### src/rtl/cpu_pipe_pkg.sv
// Shared pipeline definitions: forwarding select encodings, mult/div occupancy
// states and the default register-address width.
package cpu_pipe_pkg;

  localparam int unsigned DEF_ADDR_W = 5;
  localparam int unsigned FWD_W      = 2;

  localparam logic [FWD_W-1:0] FWD_RF  = 2'd0;
  localparam logic [FWD_W-1:0] FWD_EX  = 2'd1;
  localparam logic [FWD_W-1:0] FWD_MEM = 2'd2;
  localparam logic [FWD_W-1:0] FWD_WB  = 2'd3;

  typedef enum logic [1:0] {
    IDLE = 2'd0,
    BUSY = 2'd1,
    DONE = 2'd2
  } md_state_t;

  // Youngest producer wins: EX over MEM over WB.
  function automatic logic [FWD_W-1:0] fwd_pick(input logic ex_hit,
                                                input logic mem_hit,
                                                input logic wb_hit);
    logic [FWD_W-1:0] sel;
    sel = FWD_RF;
    if (ex_hit)       sel = FWD_EX;
    else if (mem_hit) sel = FWD_MEM;
    else if (wb_hit)  sel = FWD_WB;
    return sel;
  endfunction

endpackage

### src/rtl/md_occupancy_fsm.sv
// Mult/div unit occupancy tracker: an accepted start keeps the unit busy for
// MD_LAT-1 cycles followed by a single DONE cycle.
module md_occupancy_fsm
  import cpu_pipe_pkg::*;
#(
  parameter int unsigned MD_LAT = 32
) (
  input  logic clk,
  input  logic rst_n,
  input  logic start,
  output logic busy
);

  localparam int unsigned CW = (MD_LAT > 2) ? $clog2(MD_LAT - 1) : 1;

  md_state_t     state_q;
  logic [CW-1:0] cnt_q;
  logic          busy_q;

  // Countdown loads MD_LAT-2 so BUSY spans MD_LAT-1 cycles including count 0.
  always_ff @(posedge clk) begin
    if (!rst_n) begin
      state_q <= IDLE;
      cnt_q   <= '0;
      busy_q  <= 1'b0;
    end else begin
      case (state_q)
        IDLE: begin
          if (start) begin
            state_q <= BUSY;
            cnt_q   <= CW'(MD_LAT - 2);
            busy_q  <= 1'b1;
          end
        end
        BUSY: begin
          if (cnt_q == '0) begin
            state_q <= DONE;
            busy_q  <= 1'b0;
          end else begin
            cnt_q <= cnt_q - CW'(1);
          end
        end
        DONE: begin
          if (start) begin
            state_q <= BUSY;
            cnt_q   <= CW'(MD_LAT - 2);
            busy_q  <= 1'b1;
          end else begin
            state_q <= IDLE;
          end
        end
        default: begin
          state_q <= IDLE;
          cnt_q   <= '0;
          busy_q  <= 1'b0;
        end
      endcase
    end
  end

  assign busy = busy_q;

endmodule

### src/rtl/hazard_ctrl_unit.sv
// Hazard and forwarding controller for the 5-stage pipeline. Define
// HAZARD_FWD_EN for bypassing; otherwise every producer match stalls.
module hazard_ctrl_unit
  import cpu_pipe_pkg::*;
#(
  parameter int unsigned ADDR_W = DEF_ADDR_W,
  parameter int unsigned MD_LAT = 32,
  parameter int unsigned CNT_W  = 16
) (
  input  logic              clk,
  input  logic              rst_n,
  input  logic [ADDR_W-1:0] id_rs,
  input  logic [ADDR_W-1:0] id_rt,
  input  logic              id_uses_rs,
  input  logic              id_uses_rt,
  input  logic              id_md_start,
  input  logic              id_reads_hilo,
  input  logic              ex_wen,
  input  logic              mem_wen,
  input  logic              wb_wen,
  input  logic [ADDR_W-1:0] ex_waddr,
  input  logic [ADDR_W-1:0] mem_waddr,
  input  logic [ADDR_W-1:0] wb_waddr,
  input  logic              ex_is_load,
  output logic              stall_pc,
  output logic              stall_id,
  output logic              flush_ex,
  output logic [1:0]        fwd_rs_sel,
  output logic [1:0]        fwd_rt_sel,
  output logic              md_busy,
  output logic [CNT_W-1:0]  stall_cnt
);

  function automatic logic stage_hit(input logic              uses,
                                     input logic              wen,
                                     input logic [ADDR_W-1:0] waddr,
                                     input logic [ADDR_W-1:0] raddr);
    return uses && wen && (waddr != '0) && (waddr == raddr);
  endfunction

  logic ex_rs_hit, mem_rs_hit, wb_rs_hit;
  logic ex_rt_hit, mem_rt_hit, wb_rt_hit;
  logic raw_haz, hilo_haz, stall_c, md_start_acc;
  logic [CNT_W-1:0] stall_cnt_q;

  always_comb begin
    ex_rs_hit  = stage_hit(id_uses_rs, ex_wen,  ex_waddr,  id_rs);
    mem_rs_hit = stage_hit(id_uses_rs, mem_wen, mem_waddr, id_rs);
    wb_rs_hit  = stage_hit(id_uses_rs, wb_wen,  wb_waddr,  id_rs);
    ex_rt_hit  = stage_hit(id_uses_rt, ex_wen,  ex_waddr,  id_rt);
    mem_rt_hit = stage_hit(id_uses_rt, mem_wen, mem_waddr, id_rt);
    wb_rt_hit  = stage_hit(id_uses_rt, wb_wen,  wb_waddr,  id_rt);
  end

`ifdef HAZARD_FWD_EN
  // Only a load still in EX cannot be bypassed.
  assign raw_haz    = ex_is_load && (ex_rs_hit || ex_rt_hit);
  assign fwd_rs_sel = fwd_pick(ex_rs_hit, mem_rs_hit, wb_rs_hit);
  assign fwd_rt_sel = fwd_pick(ex_rt_hit, mem_rt_hit, wb_rt_hit);
`else
  logic unused_load_flag;
  assign unused_load_flag = ex_is_load;
  assign raw_haz    = ex_rs_hit || mem_rs_hit || wb_rs_hit ||
                      ex_rt_hit || mem_rt_hit || wb_rt_hit;
  assign fwd_rs_sel = FWD_RF;
  assign fwd_rt_sel = FWD_RF;
`endif

  // A second mult/div or any HI/LO access waits out the busy unit.
  assign hilo_haz     = md_busy && (id_reads_hilo || id_md_start);
  assign stall_c      = raw_haz || hilo_haz;
  assign md_start_acc = id_md_start && !stall_c;

  assign stall_id = stall_c;
  assign stall_pc = stall_c;
  assign flush_ex = stall_c;

  md_occupancy_fsm #(
    .MD_LAT(MD_LAT)
  ) u_md_fsm (
    .clk  (clk),
    .rst_n(rst_n),
    .start(md_start_acc),
    .busy (md_busy)
  );

  // Saturating stall-cycle counter.
  always_ff @(posedge clk) begin
    if (!rst_n) begin
      stall_cnt_q <= '0;
    end else if (stall_c && (stall_cnt_q != '1)) begin
      stall_cnt_q <= stall_cnt_q + CNT_W'(1);
    end
  end

  assign stall_cnt = stall_cnt_q;

endmodule

### config.mk
export PLATFORM = sky130hd
export DESIGN_NAME = hazard_ctrl_unit
export DESIGN_NICKNAME = d
export VERILOG_FILES = /design/src/rtl/cpu_pipe_pkg.sv /design/src/rtl/md_occupancy_fsm.sv /design/src/rtl/hazard_ctrl_unit.sv
export SDC_FILE = /design/constraint.sdc
export NUM_CORES = 1
export LEC_CHECK = 0
export CORE_UTILIZATION = 41
export DETAILED_ROUTE_END_ITERATION = 7
export PLACE_DENSITY = 0.73
export SYNTH_ARGS = -nofsm -noshare
export SYNTH_HDL_FRONTEND = slang
export SYNTH_SLANG_ARGS = --single-unit
export TNS_END_PERCENT = 10
### constraint.sdc
create_clock -name clk -period 2.3 [get_ports clk]
set_clock_uncertainty 0.15 [all_clocks]
set_input_delay 0.46 -clock clk [delete_from_list [all_inputs] [get_ports clk]]
set_output_delay 0.46 -clock clk [all_outputs]
set_load 0.02 [all_outputs]
==> results of run 1 <==
==> kinds of logic after synthesis <==
kind of cell	Yosys count	synth area share, %
AOI/OAI and AO/OA	47	16.1
xor gates and xnor gates	30	15.6
adders and majority gates	2	1.49
buffers and inverters	18	6.56
DFF	24	28.6
muxes	3	1.79
other	1	0.223
and+or+nand+nor	79	29.6
==> layout make-up <==
| cell class | count | share of cell area, % |
|---|---|---|
| multi-input cells | 165 | 48.4 |
| repair buffers | 72 | 25.3 |
| flip-flops and latches | 24 | 20.1 |
| well taps | 48 | 2.52 |
| clock buffers | 3 | 1.73 |
| clock inverters | 1 | 1.26 |
| inverters | 4 | 0.629 |
==> power by group through the flow <==
stage          logic [W]  registers [W]  clock network [W]
2_1_floorplan   0.000243       0.000496                  0
3_3_place_gp    0.000389       0.000496                  0
3_5_place_dp    0.000395       0.000496                  0
4_1_cts         0.000394       0.000487           0.000385
5_1_grt         0.000442       0.000495           0.000405
6_report        0.000398       0.000488           0.000376
==> layer usage <==
metal | up-vias | global-route usage (%) | part of all wire (%)
li1 | 865 | - | -
met1 | 806 | 29.5 | 48
met2 | 40 | 35.5 | 47
met3 | 7 | 3.10 | 3.5
met4 | 0 | 5.32 | 1.3
met5 | - | 0 | 0
==> registers in the layout (all words and copies together) (netlist names) <==
register,cells
u_md_fsm.busy,1
u_md_fsm.cnt_q,5
u_md_fsm.state_q,2
stall_cnt,16
==> how the worst max path moves through the flow <==
stage | endpoint | cells after the start | startpoint | slack (ps)
2_1_floorplan | stall_id | 7 | wb_waddr[0] | -340
3_3_place_gp | flush_ex | 8 | wb_waddr[1] | -940
3_5_place_dp | stall_id | 8 | wb_waddr[0] | -970
4_1_cts | stall_id | 7 | ex_waddr[4] | -160
5_1_grt | flush_ex | 7 | ex_waddr[4] | -180
6_report | stall_id | 9 | wb_waddr[0] | -130
==> critical path: stages <==
cell	delay [ps]
sky130_fd_sc_hd__clkbuf_2	100
sky130_fd_sc_hd__buf_6	110
sky130_fd_sc_hd__xor2_1	140
sky130_fd_sc_hd__nor4_2	340
sky130_fd_sc_hd__nand3_1	180
sky130_fd_sc_hd__a21oi_4	220
sky130_fd_sc_hd__nor4_4	70
sky130_fd_sc_hd__inv_2	90
sky130_fd_sc_hd__buf_6	120
==> placed cells by master (no fill, tap or decap), types with 2 or more instances in the layout <==
cell type	instances
sky130_fd_sc_hd__nand2_1	11
sky130_fd_sc_hd__nand2b_1	4
sky130_fd_sc_hd__or3_1	12
sky130_fd_sc_hd__clkbuf_8	3
sky130_fd_sc_hd__xor2_1	24
sky130_fd_sc_hd__o21ai_2	2
sky130_fd_sc_hd__mux2i_1	3
sky130_fd_sc_hd__o21ai_0	7
sky130_fd_sc_hd__o311a_1	2
sky130_fd_sc_hd__ha_1	2
sky130_fd_sc_hd__inv_1	3
sky130_fd_sc_hd__a21oi_1	13
sky130_fd_sc_hd__o21ai_1	10
sky130_fd_sc_hd__nor4_1	5
sky130_fd_sc_hd__buf_4	15
sky130_fd_sc_hd__nor4_2	2
sky130_fd_sc_hd__nand3_1	14
sky130_fd_sc_hd__nor2_1	3
sky130_fd_sc_hd__clkdlybuf4s15_1	2
sky130_fd_sc_hd__or4_4	3
sky130_fd_sc_hd__clkbuf_2	15
sky130_fd_sc_hd__clkdlybuf4s50_1	25
sky130_fd_sc_hd__and3_1	8
sky130_fd_sc_hd__and2_1	3
sky130_fd_sc_hd__dfxtp_1	24
sky130_fd_sc_hd__xnor2_1	6
sky130_fd_sc_hd__o31ai_1	2
sky130_fd_sc_hd__conb_1	4
sky130_fd_sc_hd__buf_2	3
sky130_fd_sc_hd__nand4_1	6
sky130_fd_sc_hd__a21oi_2	3
sky130_fd_sc_hd__buf_6	8
sky130_fd_sc_hd__dlygate4sd2_1	3
==> stage by stage <==
step	std cells	utilization (%)	hold slack [ps]	TNS (ps)	setup WS, ps
after detailed placement	313	61.3	300	-15740	-968
after global routing	317	62.8	347	-1440	-185
after floorplan	207	-	280	-831	-338
after global placement	313	61.3	292	-15250	-943
after CTS	317	63.2	311	-714	-164
final	317	62.8	311	-466	-130
==> repair_timing <==
item                                    in CTS  in global routing
pin swaps                                   17                 17
resized for setup                           77                 36
buffers inserted                             1                  0
endpoints found under the setup margin      26                 23
==> out/qor.yml, run 1 <==
run_status:
  run_status: "complete, but fails checks"
  violations_in_the_final_reports: "setup timing"
synthesis:
  ys.flop_type: "sky130_fd_sc_hd__dfxtp_1"
  count_of_synthesis_stage_warnings_from_yosys: 0
  synth-async-reset-ratio_pct: 0
  yosysTopAreaCellShare_pct: 28.6
  synth_enable_flop_cells: 0
  synth-seq-cells: 24
  post_synth_instance_area_sq_um: 1680
  synth.distinct_cells: 42
  ys_top_cells_by_count: "sky130_fd_sc_hd__dfxtp_1 (24), sky130_fd_sc_hd__xor2_1 (24), sky130_fd_sc_hd__a21oi_1 (16)"
  synth_top_cell_by_area: "sky130_fd_sc_hd__dfxtp_1"
  synth.yosys.seq_area_share_pct: 28.6
  yosys-top-cells-area: "sky130_fd_sc_hd__dfxtp_1 (29%), sky130_fd_sc_hd__xor2_1 (13%), sky130_fd_sc_hd__a21oi_1 (4.8%), sky130_fd_sc_hd__or3_1 (4.5%), sky130_fd_sc_hd__nand3_1 (4.2%)"
  mean_instance_size_in_the_synthesized_netlist_sq_um: 8.23
  syn_inst: 204
grt:
  grt_max_degree: 31
  gr-total-overflow: 0
  grtUsageTotal_pct: 21.6
  antenna_found_initial: 0
  grt_pass1_wl_mm: 7.27
  number_of_global_route_vias_before_repair: 1546
placement:
  hpwlAfterDp_mm: 3.26
  post_dp_cell_area_sq_um: 2330
  place.port_buffers: 53
  finalWeightedCongestion: 0.860
floorplan:
  initial_core_util_pct: 44.2
  core_area_sq_um: 3800
  die_w_microns: 66.0
  die-area_sq_um: 4360
  floorplan.io_pins: 59
  rows: 22
  die_height_microns: 66.0
detailed_routing:
  drt_first_pass_iters: 4
  detail_route.wirelength_mm: 4.36
  drtAntennaViolNets: 0
  drt_first_iter_violations: 94
  drt_drc_violations_left: 0
  wire_per_inst_microns: 13.8
  vias: 1718
  routed_via_density: 5.42
clock_network:
  tritoncts.num_buffers: 3
  cts-htree-levels: 1
  clock_tree_from_tritoncts: "built"
  clock_transition_at_the_registers_of_the_reported_paths_ps: 80
  postCtsHoldBufs: 0
  clk-insertion-delay-late_ps: 270
  cts_buffer_depth: 2
  cts_sinks: 24
  ctsRootBufferMaster: "sky130_fd_sc_hd__clkbuf_8"
power_and_ir_drop:
  power_per_cell_area_nw_per_um2: 529
  fin_total_pwr_w: 0.00126
  comb_power_share_pct: 31.5
  static-leakage-power_nw: 0.923
  power.switching_fraction_pct: 30.7
  max-vdd-ir-drop_mv: 0.410
  netSwitchingPower_w: 0.000387
  seq_power_share_pct: 38.6
  internal-power_w: 0.000875
  power.share.clock_pct: 29.8
finish:
  multi_input_area_sq_um: 1150
  finished_cell_area_sq_um: 2390
  areaGrowthSynthToFinish_pct: 42.1
  seq_area_sq_um: 480
  antenna_cells: 0
  fillers: 350
  post_route_cells_drive_above_1_share_pct: 23.8
  final_nets: 307
hold_path:
  timing.hold.worst.class: "reg2reg"
  holdPathStages: 2
  hold_critical_path_endpoint: "u_md_fsm.cnt_q[4]"
  worst_hold_startpoint: "u_md_fsm.cnt_q[4]"
worst_setup_path:
  crit-reg2reg-capture: "u_md_fsm.cnt_q[2]"
  worst_r2r_path_depth: 8
  worst_setup_path_end_kind: "primary output"
  worst_r2r_startpoint: "u_md_fsm.cnt_q[0]"
  setup.worst_path.class: "in2out"
  critical_path.startpoint_type: "input pin"
  worstPathArrival_ps: 1820
  cp_data_required_time_ps: 1690
  crit_path_max_fanout: 3
  r2r_setup_slack_ps: 280
timing:
  final-setup-viol-count: 6
  timing.final.hold_violations: 0
  period_minus_slack_ps: 2430
  final_max_slew_viol_count: 0
  rsz0062_at_grt: "yes"
  post-route-period-util_pct: 106
  layout_setup_ws_ps: -130
  fmaxAchievable_mhz: 412
flow_run:
  max_cap_violations: 0
No activity file was read; power rests on OpenSTA's default activity.
==> run 2: changes to the inputs <==
--- a/config.mk
+++ b/config.mk
@@ -5,9 +5,10 @@
 export SDC_FILE = /design/constraint.sdc
 export NUM_CORES = 1
 export LEC_CHECK = 0
-export CORE_UTILIZATION = 41
+export CORE_UTILIZATION = 42
+export CTS_BUF_LIST = sky130_fd_sc_hd__clkbuf_8
 export DETAILED_ROUTE_END_ITERATION = 7
-export PLACE_DENSITY = 0.73
+export PLACE_DENSITY = 0.74
 export SYNTH_ARGS = -nofsm -noshare
 export SYNTH_HDL_FRONTEND = slang
 export SYNTH_SLANG_ARGS = --single-unit
==> run 2 against run 1 <==
Compared with the run above: the run still ends with setup timing left; via count is 2.0% lower; global-route usage is 0.33 points lower; core utilization is 1.2 points higher; die area is 2.3% lower; first-iteration DRC count is 64% higher; hold slack worse by 6.5 ps; critical path type unchanged; critical endpoint unchanged; largest power group unchanged.
==> out/qor.yml, run 2 (same netlist as run 1, synthesis figures left out) <==
grt:
  number_of_global_route_vias_before_repair: 1499  # was 1546
  antenna_found_initial: 0  # unchanged
  grt_max_degree: 31  # unchanged
  grtUsageTotal_pct: 21.3  # was 21.6%
  gr-total-overflow: 0  # unchanged
  grt_pass1_wl_mm: 7.10  # was 7.27 mm
power_and_ir_drop:
  power_per_cell_area_nw_per_um2: 493  # was 529 nW/um^2
  static-leakage-power_nw: 0.924  # was 0.923 nW
  netSwitchingPower_w: 0.000385  # was 0.000387 W
  power.share.clock_pct: 24.7  # was 29.8%
  power.switching_fraction_pct: 32.5  # was 30.7%
  max-vdd-ir-drop_mv: 0.343  # was 0.410 mV
  internal-power_w: 0.000797  # was 0.000875 W
  comb_power_share_pct: 34.1  # was 31.5%
  seq_power_share_pct: 41.2  # was 38.6%
timing:
  timing.final.hold_violations: 0  # unchanged
  layout_setup_ws_ps: -146  # was -130 ps
  fmaxAchievable_mhz: 409  # was 412 MHz
  period_minus_slack_ps: 2450  # was 2430 ps
  final_max_slew_viol_count: 0  # unchanged
  final-setup-viol-count: 10  # was 6
  rsz0062_at_grt: "yes"  # unchanged
  holdWs_ps: 305  # was 311 ps
  fin_setup_tns_ps: -552  # was -466 ps
  post-route-period-util_pct: 106  # about the same
worst_setup_path:
  worst_setup_path_end_kind: "primary output"  # unchanged
  instance_count_on_the_critical_path: 7  # was 9
  critical_path.slowest_cell: "sky130_fd_sc_hd__or4_4"  # was sky130_fd_sc_hd__nor4_2
  path_cells: "buf_8 > or4_4 > o21ai_2 > a21oi_2 > nor4_4 > inv_2 > buf_6"  # was clkbuf_2 > buf_6 > xor2_1 > nor4_2 > nand3_1 > a21oi_4 > nor4_4 > inv_2 > buf_6
  crit_path_start: "wb_waddr[1]"  # was wb_waddr[0]
  setup.worst_path.class: "in2out"  # unchanged
  timing.critical_path.buf_inv: 3  # was 4
  cp_data_required_time_ps: 1690  # about the same
  crit_path_end: "stall_id"  # unchanged
  worst_path_largest_cell_delay_ps: 520  # was 340 ps
  critical_path.startpoint_type: "input pin"  # unchanged
  worstPathArrival_ps: 1840  # was 1820 ps
  crit-reg2reg-capture: "stall_cnt[10]"  # was u_md_fsm.cnt_q[2]
  critical-path-top-delay-family: "simple AND/OR/NAND/NOR gates"  # unchanged
  r2r_setup_slack_ps: 260  # was 280 ps
  worst_r2r_startpoint: "stall_cnt[8]"  # was u_md_fsm.cnt_q[0]
  worst_r2r_path_depth: 7  # was 8
  crit_path_max_fanout: 3  # unchanged
finish:
  post_route_cells_drive_above_1_share_pct: 21.6  # was 23.8%
  final_nets: 306  # was 307
  final_instance_count_without_filler_cells: 316  # was 317
  antenna_cells: 0  # unchanged
  fillers: 334  # was 350
  mostFrequentLayoutCell: "sky130_fd_sc_hd__clkdlybuf4s50_1"  # unchanged
  largest_reg_flops: 16  # unchanged
  layout.cells.most_common_list: "sky130_fd_sc_hd__clkdlybuf4s50_1 (25), sky130_fd_sc_hd__xor2_1 (24), sky130_fd_sc_hd__dfxtp_1 (24)"  # unchanged
  areaGrowthSynthToFinish_pct: 42.7  # was 42.1%
  finished_cell_area_sq_um: 2400  # was 2390 sq um
clock_network:
  cts-htree-levels: 1  # unchanged
  clk-insertion-delay-late_ps: 270  # about the same
  ctsRootBufferMaster: "sky130_fd_sc_hd__clkbuf_8"  # unchanged
  tritoncts.num_buffers: 3  # unchanged
  postCtsHoldBufs: 0  # unchanged
  cts_buffer_depth: 2  # unchanged
  cts_sinks: 24  # unchanged
  clock_transition_at_the_registers_of_the_reported_paths_ps: 80  # about the same
  clock_tree_from_tritoncts: "built"  # unchanged
hold_path:
  timing.hold.worst.class: "reg2reg"  # unchanged
placement:
  place.port_buffers: 53  # unchanged
  dp_slack_ps: -983  # was -968 ps
  finalWeightedCongestion: 0.887  # was 0.860
  hpwlAfterDp_mm: 3.27  # was 3.26 mm
  place_inst: 311  # was 313
  post_dp_cell_area_sq_um: 2310  # was 2330 sq um
detailed_routing:
  detail_route.wirelength_mm: 4.28  # was 4.36 mm
  drt_drc_violations_left: 0  # unchanged
  vias: 1683  # was 1718
  drt_first_pass_iters: 4  # unchanged
  drt_first_iter_violations: 154  # was 94
  routed_via_density: 5.33  # was 5.42
  wire_per_inst_microns: 13.5  # was 13.8 microns
  drtAntennaViolNets: 0  # unchanged
run_status:
  run_status: "complete, but fails checks"  # unchanged
  violations_in_the_final_reports: "setup timing"  # unchanged
floorplan:
  rows: 22  # unchanged
  die-area_sq_um: 4250  # was 4360 sq um
  initial_core_util_pct: 44.9  # was 44.2%
  core_area_sq_um: 3740  # was 3800 sq um
  floorplan.io_pins: 59  # unchanged
  die_w_microns: 65.2  # was 66.0 microns
  die_height_microns: 65.2  # was 66.0 microns
flow_run:
  max_cap_violations: 0  # unchanged
-- run 2: worst min-delay path, stage by stage, from the launching register on --
cell                      delay (ps)
sky130_fd_sc_hd__dfxtp_1         320
sky130_fd_sc_hd__nand3_1          60
sky130_fd_sc_hd__nand2_1          40
-- run 2: routing by layer --
metal / global-route usage [%] / wire, microns
met3: 3.47 / 169
met4: 5.16 / 43
met2: 34.8 / 2010
met1: 29.0 / 2060
met5: 0 / 0
-- run 2: per-stage QoR --
stage                     utilization [%]  power (W)
after global routing                 64.0    0.00125
after global placement               61.8   0.000883
after floorplan                         -   0.000739
after CTS                            63.4    0.00118
after detailed placement             61.8   0.000891
final                                64.0    0.00118
-- run 2: power groups by stage --
stage	sequential (W)	combinational, W	clock (W)
floorplan	0.000496	0.000243	0
global placement	0.000496	0.000387	0
detailed placement	0.000497	0.000395	0
CTS	0.000487	0.000394	0.000302
global route	0.000493	0.000445	0.000314
finish	0.000487	0.000403	0.000292
-- run 2: layout make-up --
cell class	instances	area, sq um	share of cell area [%]
clock buffer	4	55.1	2.30
inverter	4	15.0	0.627
multi-input combinational	165	1150	48.1
sequential	24	480	20.1
tap	48	60.1	2.51
timing repair buffer	71	633	26.4
-- run 2: worst min path at each step --
stage | start | end | cells after the start
after detailed placement | u_md_fsm.cnt_q[4] | u_md_fsm.cnt_q[4] | 2
final | u_md_fsm.cnt_q[4] | u_md_fsm.cnt_q[4] | 2
after floorplan | u_md_fsm.cnt_q[4] | u_md_fsm.cnt_q[4] | 2
after CTS | u_md_fsm.cnt_q[4] | u_md_fsm.cnt_q[4] | 2
after global routing | u_md_fsm.cnt_q[4] | u_md_fsm.cnt_q[4] | 2
after global placement | u_md_fsm.cnt_q[4] | u_md_fsm.cnt_q[4] | 2
-- run 2: what timing repair did --
action / 4_1_cts / 5_1_grt
pin swaps: 16 / 16
endpoints found under the setup margin: 26 / 26
buffers inserted: 1 / 0
resized for setup: 80 / 20
==> run 3: changes to the inputs <==
--- a/config.mk
+++ b/config.mk
@@ -5,10 +5,12 @@
 export SDC_FILE = /design/constraint.sdc
 export NUM_CORES = 1
 export LEC_CHECK = 0
-export CORE_UTILIZATION = 42
+export ABC_AREA = 1
+export CORE_UTILIZATION = 45
 export CTS_BUF_LIST = sky130_fd_sc_hd__clkbuf_8
+export CTS_CLUSTER_DIAMETER = 120
 export DETAILED_ROUTE_END_ITERATION = 7
-export PLACE_DENSITY = 0.74
+export PLACE_DENSITY = 0.75
 export SYNTH_ARGS = -nofsm -noshare
 export SYNTH_HDL_FRONTEND = slang
 export SYNTH_SLANG_ARGS = --single-unit
==> run 3 against run 2 <==
Compared with the run above: the run now ends clean; maximum frequency increased by 10%; setup slack improved by 220 ps; register-to-register slack about the same; combinational power increased by 9.9%; synthesized cell count increased by 68%; clock-buffer cell count decreased by 1; sequential share of layout area decreased by 2.8 points; hold slack improved by 32 ps; sequential power decreased by 4%; critical path type unchanged; largest power group unchanged.
==> out/qor.yml, run 3 <==
run_status:
  run_status: "finished, final reports clean"  # was complete, but fails checks
grt:
  grt_pass1_wl_mm: 9.11  # was 7.10 mm
  number_of_global_route_vias_before_repair: 2121  # was 1499
  grt_max_degree: 15  # was 31
  grtUsageTotal_pct: 22.5  # was 21.3%
  antenna_found_initial: 0  # unchanged
  gr-total-overflow: 0  # unchanged
synthesis:
  synth-async-reset-ratio_pct: 0  # unchanged
  yosysMostFrequentCell: "sky130_fd_sc_hd__nand2_1"
  ys.flop_type: "sky130_fd_sc_hd__dfxtp_1"  # unchanged
  synth.yosys.seq_area_share_pct: 23.6  # was 28.6%
  yosys-top-cells-area: "sky130_fd_sc_hd__dfxtp_1 (24%), sky130_fd_sc_hd__nand2_1 (21%), sky130_fd_sc_hd__inv_1 (8.1%), sky130_fd_sc_hd__nor2_1 (6.1%), sky130_fd_sc_hd__nand3_1 (5.9%)"  # was sky130_fd_sc_hd__dfxtp_1 (29%), sky130_fd_sc_hd__xor2_1 (13%), sky130_fd_sc_hd__a21oi_1 (4.8%), sky130_fd_sc_hd__or3_1 (4.5%), sky130_fd_sc_hd__nand3_1 (4.2%)
  yosysTopAreaCellShare_pct: 23.6  # was 28.6%
  synth.distinct_cells: 31  # was 42
  count_of_synthesis_stage_warnings_from_yosys: 0  # unchanged
  mean_instance_size_in_the_synthesized_netlist_sq_um: 5.96  # was 8.23 sq um
  synth-seq-cells: 24  # unchanged
  ys_top_cells_by_count: "sky130_fd_sc_hd__nand2_1 (114), sky130_fd_sc_hd__inv_1 (44), sky130_fd_sc_hd__nor2_1 (33)"  # was sky130_fd_sc_hd__dfxtp_1 (24), sky130_fd_sc_hd__xor2_1 (24), sky130_fd_sc_hd__a21oi_1 (16)
  syn_inst: 342  # was 204
  synth_top_cell_by_area: "sky130_fd_sc_hd__dfxtp_1"  # unchanged
  post_synth_instance_area_sq_um: 2040  # was 1680 sq um
  synth_enable_flop_cells: 0  # unchanged
power_and_ir_drop:
  power.share.clock_pct: 28.7  # was 24.7%
  seq_power_share_pct: 36.7  # was 41.2%
  power_per_cell_area_nw_per_um2: 459  # was 493 nW/um^2
  static-leakage-power_nw: 1.29  # was 0.924 nW
  power.switching_fraction_pct: 31.7  # was 32.5%
  netSwitchingPower_w: 0.000406  # was 0.000385 W
  comb_power_share_pct: 34.6  # was 34.1%
  internal-power_w: 0.000874  # was 0.000797 W
  max-vdd-ir-drop_mv: 0.473  # was 0.343 mV
placement:
  place_inst: 453  # was 311
  dp_slack_ps: -581  # was -983 ps
  place.port_buffers: 53  # unchanged
  hpwlAfterDp_mm: 4.22  # was 3.27 mm
  finalWeightedCongestion: 0.937  # was 0.887
worst_setup_path:
  worst_setup_path_end_kind: "primary output"  # unchanged
  worstPathArrival_ps: 1610  # was 1840 ps
  worst_path_largest_cell_delay_ps: 410  # was 520 ps
  setup.worst_path.class: "in2out"  # unchanged
  critical_path.slowest_cell: "sky130_fd_sc_hd__clkdlybuf4s50_1"  # was sky130_fd_sc_hd__or4_4
  cp_data_required_time_ps: 1690  # about the same
  crit-reg2reg-capture: "stall_cnt[15]"  # was stall_cnt[10]
  timing.critical_path.buf_inv: 2  # was 3
  critical_path.startpoint_type: "input pin"  # unchanged
  worst_r2r_path_depth: 10  # was 7
  r2r_setup_slack_ps: 260  # about the same
  worst_r2r_startpoint: "stall_cnt[1]"  # was stall_cnt[8]
  path_cells: "clkdlybuf4s50_1 > o21ai_0 > nand2_2 > nor2_4 > nand2_4 > buf_6"  # was buf_8 > or4_4 > o21ai_2 > a21oi_2 > nor4_4 > inv_2 > buf_6
  critical-path-top-delay-family: "buffers and inverters"  # was simple AND/OR/NAND/NOR gates
  crit_path_max_fanout: 4  # was 3
floorplan:
  die_height_microns: 69.3  # was 65.2 microns
  initial_core_util_pct: 46.8  # was 44.9%
  die-area_sq_um: 4800  # was 4250 sq um
  die_w_microns: 69.3  # was 65.2 microns
  rows: 24  # was 22
  core_area_sq_um: 4350  # was 3740 sq um
  floorplan.io_pins: 59  # unchanged
clock_network:
  cts_buffer_depth: 2  # unchanged
  postCtsHoldBufs: 0  # unchanged
  cts-htree-levels: 1  # unchanged
  clock_transition_at_the_registers_of_the_reported_paths_ps: 90  # was 80 ps
  clk-insertion-delay-late_ps: 260  # was 270 ps
  cts_sinks: 24  # unchanged
  tritoncts.num_buffers: 3  # unchanged
  ctsRootBufferMaster: "sky130_fd_sc_hd__clkbuf_8"  # unchanged
  clock_tree_from_tritoncts: "built"  # unchanged
detailed_routing:
  drt_drc_violations_left: 0  # unchanged
  drtAntennaViolNets: 0  # unchanged
  detail_route.wirelength_mm: 5.30  # was 4.28 mm
  drt_first_pass_iters: 4  # unchanged
  drt_first_iter_violations: 114  # was 154
  routed_via_density: 4.97  # was 5.33
  vias: 2294  # was 1683
  wire_per_inst_microns: 11.5  # was 13.5 microns
finish:
  fillers: 416  # was 334
  largest_reg_flops: 16  # unchanged
  post_route_cells_drive_above_1_share_pct: 17.6  # was 21.6%
  final_instance_count_without_filler_cells: 462  # was 316
  layout.cells.most_common_list: "sky130_fd_sc_hd__nand2_1 (111), sky130_fd_sc_hd__inv_1 (35), sky130_fd_sc_hd__nor2_1 (32)"  # was sky130_fd_sc_hd__clkdlybuf4s50_1 (25), sky130_fd_sc_hd__xor2_1 (24), sky130_fd_sc_hd__dfxtp_1 (24)
  mostFrequentLayoutCell: "sky130_fd_sc_hd__nand2_1"  # was sky130_fd_sc_hd__clkdlybuf4s50_1
  antenna_cells: 0  # unchanged
  areaGrowthSynthToFinish_pct: 36.7  # was 42.7%
  final_nets: 448  # was 306
hold_path:
  timing.hold.worst.class: "reg2reg"  # unchanged
  holdPathStages: 2  # unchanged
  hold_critical_path_endpoint: "u_md_fsm.busy"  # was u_md_fsm.cnt_q[4]
  worst_hold_startpoint: "u_md_fsm.busy"  # was u_md_fsm.cnt_q[4]
timing:
  timing.final.hold_violations: 0  # unchanged
  period_minus_slack_ps: 2220  # was 2450 ps
  post-route-period-util_pct: 96.7  # was 106%
  fmaxAchievable_mhz: 450  # was 409 MHz
  layout_setup_ws_ps: 75.8  # was -146 ps
  final_max_slew_viol_count: 0  # unchanged
  final-setup-viol-count: 0  # was 10
flow_run:
  max_cap_violations: 0  # unchanged
[run 3: cell types whose count changed after synthesis, sizes merged, moves of 8 or more]
cell,before,now
nand2,11,122
inv,4,49
nor2,3,39
xor2,24,5
or3,12,0
nand3,15,25
and3,8,0
o21ai,20,12
[run 3: per-layer routing]
| metal | global-route usage, % | share of wire [%] | vias to the layer above | wire (microns) |
|---|---|---|---|---|
| li1 | - | - | 1202 | - |
| met4 | 4.08 | 0.76 | 0 | 40 |
| met1 | 31.3 | 48 | 1037 | 2530 |
| met2 | 38.0 | 47 | 51 | 2510 |
| met3 | 2.33 | 4.1 | 4 | 215 |
| met5 | 0 | 0 | - | 0 |
[run 3: worst max-delay path by stage]
| stage | cells past startpoint | from | slack, ps | endpoint |
|---|---|---|---|---|
| 3_3_place_gp | 12 | id_rt[1] | -600 | flush_ex |
| 5_1_grt | 18 | id_rt[3] | -20 | u_md_fsm.cnt_q[2] |
| 6_report | 6 | id_md_start | 80 | stall_id |
| 2_1_floorplan | 11 | stall_cnt[1] | 270 | stall_cnt[7] |
| 4_1_cts | 10 | wb_wen | 6 | stall_id |
| 3_5_place_dp | 12 | id_rt[1] | -580 | stall_id |
[run 3: tightest hold or removal path, delay by kind of cell, from the launching register on]
family / cells / cell delay (ps)
AND/OR/NAND/NOR: 1 / 60
flip-flops: 1 / 330
AO/OA/AOI/OAI: 1 / 60
[run 3: metrics by stage]
| step | area, sq um | setup TNS, ps | hold slack, ps | power (W) | util, % |
|---|---|---|---|---|---|
| final | 2790 | 0 | 337 | 0.00128 | 64.0 |
| after global routing | 2790 | -107 | 379 | 0.00137 | 64.0 |
| after CTS | 2760 | 0 | 342 | 0.00129 | 63.4 |
| after detailed placement | 2670 | -5170 | 329 | 0.000916 | 61.3 |
| after global placement | 2670 | -5590 | 328 | 0.000911 | 61.3 |
| after floorplan | 2050 | 0 | 324 | 0.000752 | - |
[run 3: kinds of logic after synthesis]
family	count (synthesis)	share of synthesized area [%]
simple gates	204	44.5
buf+inv	59	13.1
compound gates	36	10.4
flops	24	23.6
xor+xnor	16	6.88
fa+ha+maj	2	1.23
other cells	1	0.184
[run 3: power groups by stage]
stage / logic, W / clock network (W) / registers [W]
after floorplan: 0.000270 / 0 / 0.000482
after global placement: 0.000432 / 0 / 0.000479
after detailed placement: 0.000437 / 0 / 0.000479
after CTS: 0.000438 / 0.000381 / 0.000470
after global routing: 0.000497 / 0.000396 / 0.000474
final: 0.000443 / 0.000368 / 0.000469
[run 3: repair_timing]
action	4_1_cts	5_1_grt
pin swaps	8	11
setup buffers	5	0
resized for setup	58	20
setup endpoints to repair	3	23
[run 3: cell type report]
cell class | count | area (sq um) | area share, %
inverters | 49 | 186 | 6.69
flip-flops and latches | 24 | 480 | 17.3
repair buffers | 71 | 651 | 23.4
well taps | 52 | 65.1 | 2.34
multi-input cells | 262 | 1330 | 47.8
clock inverters | 1 | 30.0 | 1.08
clock buffers | 3 | 41.3 | 1.48
==> variant: new RTL, settings of run 3 <==
`MD_LAT` is set to 32 in 2 places; all go to 64.
--- a/src/rtl/md_occupancy_fsm.sv
+++ b/src/rtl/md_occupancy_fsm.sv
@@ -3,7 +3,7 @@
 module md_occupancy_fsm
   import cpu_pipe_pkg::*;
 #(
-  parameter int unsigned MD_LAT = 32
+  parameter int unsigned MD_LAT = 64
 ) (
   input  logic clk,
   input  logic rst_n,
--- a/src/rtl/hazard_ctrl_unit.sv
+++ b/src/rtl/hazard_ctrl_unit.sv
@@ -4,7 +4,7 @@
   import cpu_pipe_pkg::*;
 #(
   parameter int unsigned ADDR_W = DEF_ADDR_W,
-  parameter int unsigned MD_LAT = 32,
+  parameter int unsigned MD_LAT = 64,
   parameter int unsigned CNT_W  = 16
 ) (
   input  logic              clk,
Formal check against the unedited RTL: no difference found for any inputs over 10 cycles, from zero or initial values and one cycle with rst_n low; that may be too few to reach the edited logic, so the function may still have changed.
==> variant against run 3 <==
  * Fmax is 0.33% lower
  * Final area shrank 1.3%
  * Total power down 6.2%
  * Critical endpoint unchanged
  * Setup slack worse by 0.0074 ns
  * Synthesized area rose by 1.1%
  * Sequential cell count is 1 higher
  * Wire length rose by 1.0%
  * Core utilization fell by 1.2 points
  * Non-clock buffer count fell by 3
==> variant: results (changes against run 3) <==
metric;value;unit;change
dr_wl_met2;2552;µm;+1.7%
grt_pass1_wl;9142;µm;+0.37%
clockPowerShare;23.4;%;-5.3 points
multi_input_gates;271;;+3.4%
grt_pass1_vias;2102;;-0.90%
yosysSeqAreaShare;24.30;%;+0.71 points
p_leak;1.266;nW;-2.0%
final_layout_size_suffix_gt1_share;14.11;%;-3.4 points
clkLatencyLatePin;0.28;ns;+0.02 ns
synth_compound_area_share;12.64;%;+2.2 points
synthArstFlopShare;0;%;unchanged
max_stage_delay;0.27;ns;-0.14 ns
finalNetCount;457;;+2.0%
inverters;50;;+2.0%
ys_top_cells_by_count;nand2_1 (122), inv_1 (46), nor2_1 (39), dfxtp_1 (25), nand3_1 (21);;
cts_root_buffer;clkbuf_8;;
antennaDiodeCount;0;;unchanged
clkCellAreaFrac;1.774;%;-0.79 points
area_delta_synth_final;33.54;%;
ir_worst_vdd;329.5;µV;-30%
final_cells;470;;+1.7%
fill_cells;420;;+0.96%
clockBufferDepth;2;;unchanged
seq_power;487;µW;+4%
p_sw_share;35.83;%;+4.1 points
outcome;finished clean;;
use_met2;39.70;%;+1.7 points
routed_wl;5351;µm;+1.0%
yosys.area_share.xor_xnor;6.804;%;-0.075 points
cp_top_family;simple AND/OR/NAND/NOR gates;;
multi_input_area_share;48.27;%;+0.47 points
met1_usage;29.04;%;-2.2 points
gr-usage-met3;2.616;%;+0.29 points
synth_area_leaders;dfxtp_1 (24%), nand2_1 (22%), inv_1 (8.4%);;
clock_power;281;µW;-24%
ys_types;27;;-13%
crit_slowest_cell;dlygate4sd2_1;;
nonClkBufAreaFrac;22.47;%;-0.89 points
seq-cell-share;18.20;%;+0.95 points
antenna_found_initial;0;;unchanged
gp_congestion;0.9683;;+3.3%
grt_max_degree;16;;+1
hpwl;4086;µm;-3.1%
nFlopsAndLatches;25;;+4.2%
buffers;68;;-4.2%
cts_buffers;3;;unchanged
dp_slack;-0.5740;ns;+0.007000 ns
postSynthCellCount;353;;+3.2%
ff_latch_area;500.5;µm²;+4.2%
vias;2316;;+0.96%
grt_use_total;22.51;%;about the same
hold_class;register to register;;
synth-adder-area-share;1.823;%;+0.59 points
first_iter_violations;140;;+23%
drt-met1-wl;2480;µm;-2.1%
wl_met3;269;µm;+25%
-- variant: cell count changes after synthesis, moves of 4 or more --
cell	before	now
nor2_1	33	39
nand2_1	114	122
o21ai_0	10	14
nand2_2	6	2
a21oi_1	14	20
-- variant: path summary, 6_finish.rpt --
| path | start | to | slack, ns | cells after the start |
|---|---|---|---|---|
| worst max-delay path | ex_waddr[2] | stall_id | 0.07 | 10 |
| worst min-delay path | u_md_fsm.busy | u_md_fsm.busy | 0.34 | 2 |
| worst min register to register | u_md_fsm.busy | u_md_fsm.busy | 0.34 | 2 |
| worst max register to register | stall_cnt[0] | stall_cnt[3] | 0.37 | 10 |
-- variant: repair_timing --
action	in CTS	in global routing
gates cloned	0	0
hold endpoints to repair	0	0
endpoints found under the setup margin	3	18
resized for setup	59	13
pin swaps	7	9
setup buffers	3	1
-- variant: worst register-to-register path, delay by kind of cell, from the launching register on --
family          cells  cell delay, ns
compound gates      1            0.06
simple gates        6            0.67
buf+inv             2            0.24
flops               1            0.43
fa+ha+maj           1            0.28
